$ cat src/rtl/rkey_mem_arbiter_if.sv
// Client-side bus of the round-key store arbiter.
// One key-expansion writer and one cipher-engine reader share this bundle,
// together with the key-load control (start/key_len) and status (keys_ready).
// The slave modport is the arbiter; the master modport is the client side.
interface rkey_mem_arbiter_if;
    logic         start;
    logic [1:0]   key_len;
    logic         wr_req;
    logic [127:0] wr_data;
    logic         wr_gnt;
    logic         rd_req;
    logic [3:0]   rd_idx;
    logic         rd_gnt;
    logic         rd_valid;
    logic [127:0] rd_data;
    logic         rd_err;
    logic         keys_ready;

    modport master (
        output start, key_len, wr_req, wr_data, rd_req, rd_idx,
        input  wr_gnt, rd_gnt, rd_valid, rd_data, rd_err, keys_ready
    );

    modport slave (
        input  start, key_len, wr_req, wr_data, rd_req, rd_idx,
        output wr_gnt, rd_gnt, rd_valid, rd_data, rd_err, keys_ready
    );
endinterface

$ cat src/rtl/rkey_mem_arbiter.sv
// Arbiter for a 15x128 round-key store shared by the key-expansion writer
// and the cipher engine reader.
//
// Ports:
//   clk, rst_n     rising-edge clock, asynchronous active-low reset
//   bus (slave)    start/key_len load control, write and read handshakes,
//                  rd_valid/rd_data/rd_err read return, keys_ready status
//   mem_addr/we/wdata  one access per cycle toward the store
//   mem_rdata      store read data, registered inside the store (1 cycle)
//
// state  | meaning
// IDLE   | no key loaded since reset; all requests refused
// LOAD   | accepting writes at wptr until wptr reaches last
// READY  | all keys stored; in-range reads granted, out-of-range flagged
module rkey_mem_arbiter (
    input  logic                 clk,
    input  logic                 rst_n,
    rkey_mem_arbiter_if.slave    bus,
    output logic [3:0]           mem_addr,
    output logic                 mem_we,
    output logic [127:0]         mem_wdata,
    input  logic [127:0]         mem_rdata
);

    typedef enum logic [1:0] {
        IDLE  = 2'd0,
        LOAD  = 2'd1,
        READY = 2'd2
    } state_t;

    state_t     state;
    logic [3:0] wptr;
    logic [3:0] last;
    logic       keys_ready_q;
    logic       rd_valid_q;
    logic       rd_err_q;

    logic       wr_gnt;
    logic       rd_gnt;
    logic       rd_oob;

    // start pre-empts every grant in its own cycle so a new load never
    // overlaps an access belonging to the previous key schedule.
    assign wr_gnt = (state == LOAD)  && bus.wr_req && !bus.start;
    assign rd_gnt = (state == READY) && bus.rd_req && !bus.start
                    && (bus.rd_idx <= last);
    assign rd_oob = (state == READY) && bus.rd_req && !bus.start
                    && (bus.rd_idx > last);

    // wr_gnt and rd_gnt are mutually exclusive by state, so the store sees
    // at most one access per cycle and an idle bus is all zeros.
    always_comb begin
        mem_addr  = 4'd0;
        mem_we    = 1'b0;
        mem_wdata = '0;
        if (wr_gnt) begin
            mem_addr  = wptr;
            mem_we    = 1'b1;
            mem_wdata = bus.wr_data;
        end else if (rd_gnt) begin
            mem_addr  = bus.rd_idx;
        end
    end

    always_ff @(posedge clk or negedge rst_n) begin
        if (!rst_n) begin
            state        <= IDLE;
            wptr         <= 4'd0;
            last         <= 4'd14;
            keys_ready_q <= 1'b0;
            rd_valid_q   <= 1'b0;
            rd_err_q     <= 1'b0;
        end else begin
            // A read granted just before start still returns its data.
            rd_valid_q <= rd_gnt;
            rd_err_q   <= rd_oob;
            if (bus.start) begin
                state        <= LOAD;
                wptr         <= 4'd0;
                keys_ready_q <= 1'b0;
                case (bus.key_len)
                    2'b00:   last <= 4'd10;
                    2'b01:   last <= 4'd12;
                    default: last <= 4'd14;
                endcase
            end else begin
                case (state)
                    LOAD: begin
                        if (wr_gnt) begin
                            // Pointer parks on last so it never wraps.
                            if (wptr == last) begin
                                state        <= READY;
                                keys_ready_q <= 1'b1;
                            end else begin
                                wptr <= wptr + 4'd1;
                            end
                        end
                    end
                    READY:   state <= READY;
                    default: state <= IDLE;
                endcase
            end
        end
    end

    assign bus.wr_gnt     = wr_gnt;
    assign bus.rd_gnt     = rd_gnt;
    assign bus.rd_valid   = rd_valid_q;
    assign bus.rd_err     = rd_err_q;
    assign bus.keys_ready = keys_ready_q;
    assign bus.rd_data    = mem_rdata;

endmodule

$ cat src/flat_wrapper.sv
// flat-port wrapper written by rule: the top's interface ports become plain ports
module rkey_mem_arbiter_flat 
  (clk, rst_n, mem_addr, mem_we, mem_wdata, mem_rdata, bus_start, bus_key_len, bus_wr_req, bus_wr_data, bus_rd_req, bus_rd_idx, bus_wr_gnt, bus_rd_gnt, bus_rd_valid, bus_rd_data, bus_rd_err, bus_keys_ready);
  rkey_mem_arbiter_if bus_i ();
  input  logic clk;
  input  logic rst_n;
  output logic [3:0] mem_addr;
  output logic mem_we;
  output logic [127:0] mem_wdata;
  input  logic [127:0] mem_rdata;
  input wire logic [$bits(bus_i.start)-1:0] bus_start;
  input wire logic [$bits(bus_i.key_len)-1:0] bus_key_len;
  input wire logic [$bits(bus_i.wr_req)-1:0] bus_wr_req;
  input wire logic [$bits(bus_i.wr_data)-1:0] bus_wr_data;
  input wire logic [$bits(bus_i.rd_req)-1:0] bus_rd_req;
  input wire logic [$bits(bus_i.rd_idx)-1:0] bus_rd_idx;
  output wire logic [$bits(bus_i.wr_gnt)-1:0] bus_wr_gnt;
  output wire logic [$bits(bus_i.rd_gnt)-1:0] bus_rd_gnt;
  output wire logic [$bits(bus_i.rd_valid)-1:0] bus_rd_valid;
  output wire logic [$bits(bus_i.rd_data)-1:0] bus_rd_data;
  output wire logic [$bits(bus_i.rd_err)-1:0] bus_rd_err;
  output wire logic [$bits(bus_i.keys_ready)-1:0] bus_keys_ready;
  assign bus_i.start = bus_start;
  assign bus_i.key_len = bus_key_len;
  assign bus_i.wr_req = bus_wr_req;
  assign bus_i.wr_data = bus_wr_data;
  assign bus_i.rd_req = bus_rd_req;
  assign bus_i.rd_idx = bus_rd_idx;
  assign bus_wr_gnt = bus_i.wr_gnt;
  assign bus_rd_gnt = bus_i.rd_gnt;
  assign bus_rd_valid = bus_i.rd_valid;
  assign bus_rd_data = bus_i.rd_data;
  assign bus_rd_err = bus_i.rd_err;
  assign bus_keys_ready = bus_i.keys_ready;
  rkey_mem_arbiter u_core (.clk(clk), .rst_n(rst_n), .bus(bus_i), .mem_addr(mem_addr), .mem_we(mem_we), .mem_wdata(mem_wdata), .mem_rdata(mem_rdata));
endmodule
$ cat config.mk
export PLATFORM = sky130hd
export DESIGN_NAME = rkey_mem_arbiter_flat
export DESIGN_NICKNAME = d
export VERILOG_FILES = /design/src/rtl/rkey_mem_arbiter_if.sv /design/src/rtl/rkey_mem_arbiter.sv /design/src/flat_wrapper.sv
export SDC_FILE = /design/constraint.sdc
export NUM_CORES = 1
export LEC_CHECK = 0
export CAP_MARGIN = 20
export CORE_AREA = 2 2 207 209
export CTS_CLUSTER_DIAMETER = 80
export CTS_CLUSTER_SIZE = 24
export DETAILED_ROUTE_END_ITERATION = 10
export DIE_AREA = 0 0 209 211
export SLEW_MARGIN = 0
export SYNTH_ARGS = -nofsm -noshare
export SYNTH_HDL_FRONTEND = slang
export SYNTH_SLANG_ARGS = --single-unit
export TNS_END_PERCENT = 50
$ cat constraint.sdc
create_clock -name clk -period 1.9 [get_ports clk]
set_clock_uncertainty 0.2 [all_clocks]
set_input_delay 0.38 -clock clk [delete_from_list [all_inputs] [get_ports clk]]
set_output_delay 0.38 -clock clk [all_outputs]
set_load 0.02 [all_outputs]
==> key figures <==
Floorplanning
  – Row count: 75
  – Core ar.: 41800 sq um
  – Starting Density: 0.0614
  – Die area: 44100 sq um
  – IO Pins: 533
  – Die X: 209 um
  – Die height: 211 um

Route
  – DRC viols: 0
  – Vias per cell: 2.67
  – Pre-antenna DRT Iters: 4
  – DR vias: 2783
  – Initial DRC count: 38
  – Post-route ant nets: 0
  – DRT Wirelength: 14300 um
  – Wire per inst: 13.7 um

Min path
  – Hold Path Class: in -> async

Setup path
  – Critical path depth: 7
  – Critical path type: reg -> out
  – Worst reg2reg startpoint: u_core.wptr[1]$_DFFE_PN0P_
  – CP required: 1.32 ns
  – Critical path data arrival time: 1.82 ns
  – Crit path max fanout: 6
  – CP startpoint kind: flop
  – Critical path startpoint: u_core.last[2]$_DFFE_PN1P_
  – Worst path slowest cell: dfstp_2
  – Crit path max-delay family: flip-flops
  – Worst-path cell chain: inv_4, ha_4, nor2b_4, o211ai_1, buf_4, a32o_2, buf_6
  – Max incr delay on CP: 0.55 ns
  – Buffers and inverters on the worst path: 3
  – Nature of the critical path endpoint: primary output
  – R2R depth: 4

Clocking
  – TritonCTS clock tree: built
  – H-Tree Depth: 1
  – Cts hold-fix bufs: 0
  – CTS Root Cell: clkbuf_16
  – Clk_lat worst skew: 0.24 ns
  – CTS buffer count: 3
  – Clk sinks: 11
  – CTS Buffer Depth: 2
  – Worst-path clk slew: 0.04 ns

Yosys
  – Mux contribution to synthesized area: 0.0141
  – Synth Register Bits: 11
  – Share of the synthesized area in the top cell type: 0.380
  – Mapped cell area: 2560 sq um
  – Mapped Cells: 340
  – Dominant cell type by area after synthesis: buf_4
  – Avg Inst Size Synth: 7.54 sq um
  – Top cells by area, synth: buf_4, and2_1, dfrtp_1
  – Ys async rst share: 1.00
  – Simple-gate share of the synthesized area: 0.360
  – Combinational family with the most area after synthesis: buffers and inverters
  – Post-synth EDFFs: 0
  – Syn nets: 612
  – Synth Area in Adders: 0.0244
  – Synth cell types: 35
  – Post-Synth XOR/XNOR Area: 0.00976
  – Ys flop type: dfrtp_1
  – Ys Warns: 0
  – Compound-Gate Fraction of Synth Area: 0.0561
  – Seq/Total Area, Yosys: 0.108

GRT
  – Initial antenna violation count: 0
  – Global route hottest layer: met2
  – Met1 Use GR: 0.0583
  – Pin count of the biggest net entering global routing: 55
  – Total gr overflow: 0
  – Vias in the first global route: 2913
  – GR Util met2: 0.102
  – M3 GR Usage: 0.0376
  – GRT Util Overall: 0.0593
  – First-pass GRT wire length: 18800 um

Layout
  – Most frequent cells in the layout: clkdlybuf4s50_1, buf_4, and2_1, and2_4, buf_6
  – Multi-input logic area: 1390 sq um
  – Fill cells: 4771
  – Post-layout net count: 778
  – N_diodes: 0
  – Ratio of cells with drive above 1 in the final layout: 0.485
  – Storage cell area: 278 sq um
  – Commonest non-fill, non-tap cell in the layout: clkdlybuf4s50_1
  – Area Overhead vs Synth: 115%
  – Final Cell Area: 5510 sq um

Place
  – Port buffer count: 276
  – Dpl cell area: 5350 sq um
  – GP Congestion: 0.779
  – HPWL Detailed: 12000 um

STA
  – Worst slew margin: 0.604
  – Hold violation total from the final report: 0
  – Pins over their slew limit: 0
  – Setup slack after layout: -0.503 ns
  – Worst Max-Slew Pin Slew: 0.593 ns
  – Crit path time final: 2.40 ns
  – RSZ-0062 raised after global routing: true
  – Final setup fails: 135
  – Final cycle utilization of the critical path: 1.26
  – Max frequency: 416 MHz

Job
  – Max Cap Viol: 0

Status
  – Violated checks: negative setup slack
  – Outcome: finished, violations left

Power
  – Leak Pwr: 2.40 nW
  – Max VDD drop: 0.000233 V
  – Power Dens Cells: 494 nW/um^2
  – Total power: 2.73 mW
[kinds of logic (layout without fill, tap and decap cells)]
family | Yosys count | in the layout
compound gates | 18 | 18
fa+ha+maj | 5 | 5
xor+xnor | 2 | 2
flops | 11 | 11
buf+inv | 151 | 316
simple gates | 150 | 150
mux | 3 | 3
[metrics by stage]
stage | std cells | hold WS (ns) | worst slack, ns | setup TNS (ns) | util
3_5_place_dp | 1028 | 0.330 | -1.02 | -110.19 | 0.128
4_1_cts | 1043 | 0.320 | -0.561 | -63.16 | 0.137
5_1_grt | 1044 | 0.359 | -0.572 | -56.88 | 0.132
6_report | 1044 | 0.320 | -0.503 | -48.31 | 0.132
2_1_floorplan | 340 | -0.116 | -0.229 | -3.58 | -
3_3_place_gp | 1028 | 0.334 | -0.997 | -108.41 | 0.128
[cell type report]
cell class                 instances  area share
clock buffer                       4      0.0143
inverter                           6     0.00454
multi-input combinational        178       0.252
sequential                        11      0.0504
tap                              539       0.122
timing repair buffer             306       0.556
[routing by layer]
metal / part of all wire / vias up
met2: 0.48 / 294
met3: 0.16 / 36
met5: 0 / -
li1: - / 1260
met4: 0.031 / 0
met1: 0.33 / 1193
[power breakdown]
part | internal (mW) | switching, mW
Combinational | 1.15 | 0.897
Clock | 0.282 | 0.107
Sequential | 0.269 | 0.0230
Total | 1.70 | 1.03
[synthesized netlist by cell type, types with 2 or more instances]
library cell  instances
a32o_1                4
ha_1                  5
o21ai_0               4
and2_1              129
clkbuf_1              6
buf_2                 3
inv_1                 6
buf_4               130
nor2_1                6
and3b_1               2
nand2_1               3
nand3b_1              2
nand3_1               2
nor2b_1               3
dfstp_2               2
dfrtp_1               9
buf_6                 5
a21oi_1               2
[path summary, 6_finish.rpt]
check                                                    end  slack [ns]
setup / recovery                                 mem_addr[1]       -0.50
hold / removal                    u_core.wptr[1]$_DFFE_PN0P_        0.32
setup reg to reg                 u_core.state[1]$_DFFE_PN0P_        0.15
hold reg to reg            u_core.bus.keys_ready$_DFFE_PN0P_        0.33
max in group asynchronous  u_core.bus.keys_ready$_DFFE_PN0P_        0.79
min in group clk           u_core.bus.keys_ready$_DFFE_PN0P_        0.33
[sequential cells by signal (all words and copies together) (netlist names)]
name                   flops
u_core.wptr                4
u_core.last                2
u_core.state               2
u_core.bus.keys_ready      1
u_core.bus.rd_err          1
u_core.bus.rd_valid        1
[timing repair]
item	CTS	global route
setup buffers	7	1
endpoints found under the hold margin	0	0
resized for setup	396	264
pin swaps	13	8
cloned	4	0
setup endpoints to repair	135	135
No activity file was read; power rests on OpenSTA's default activity.
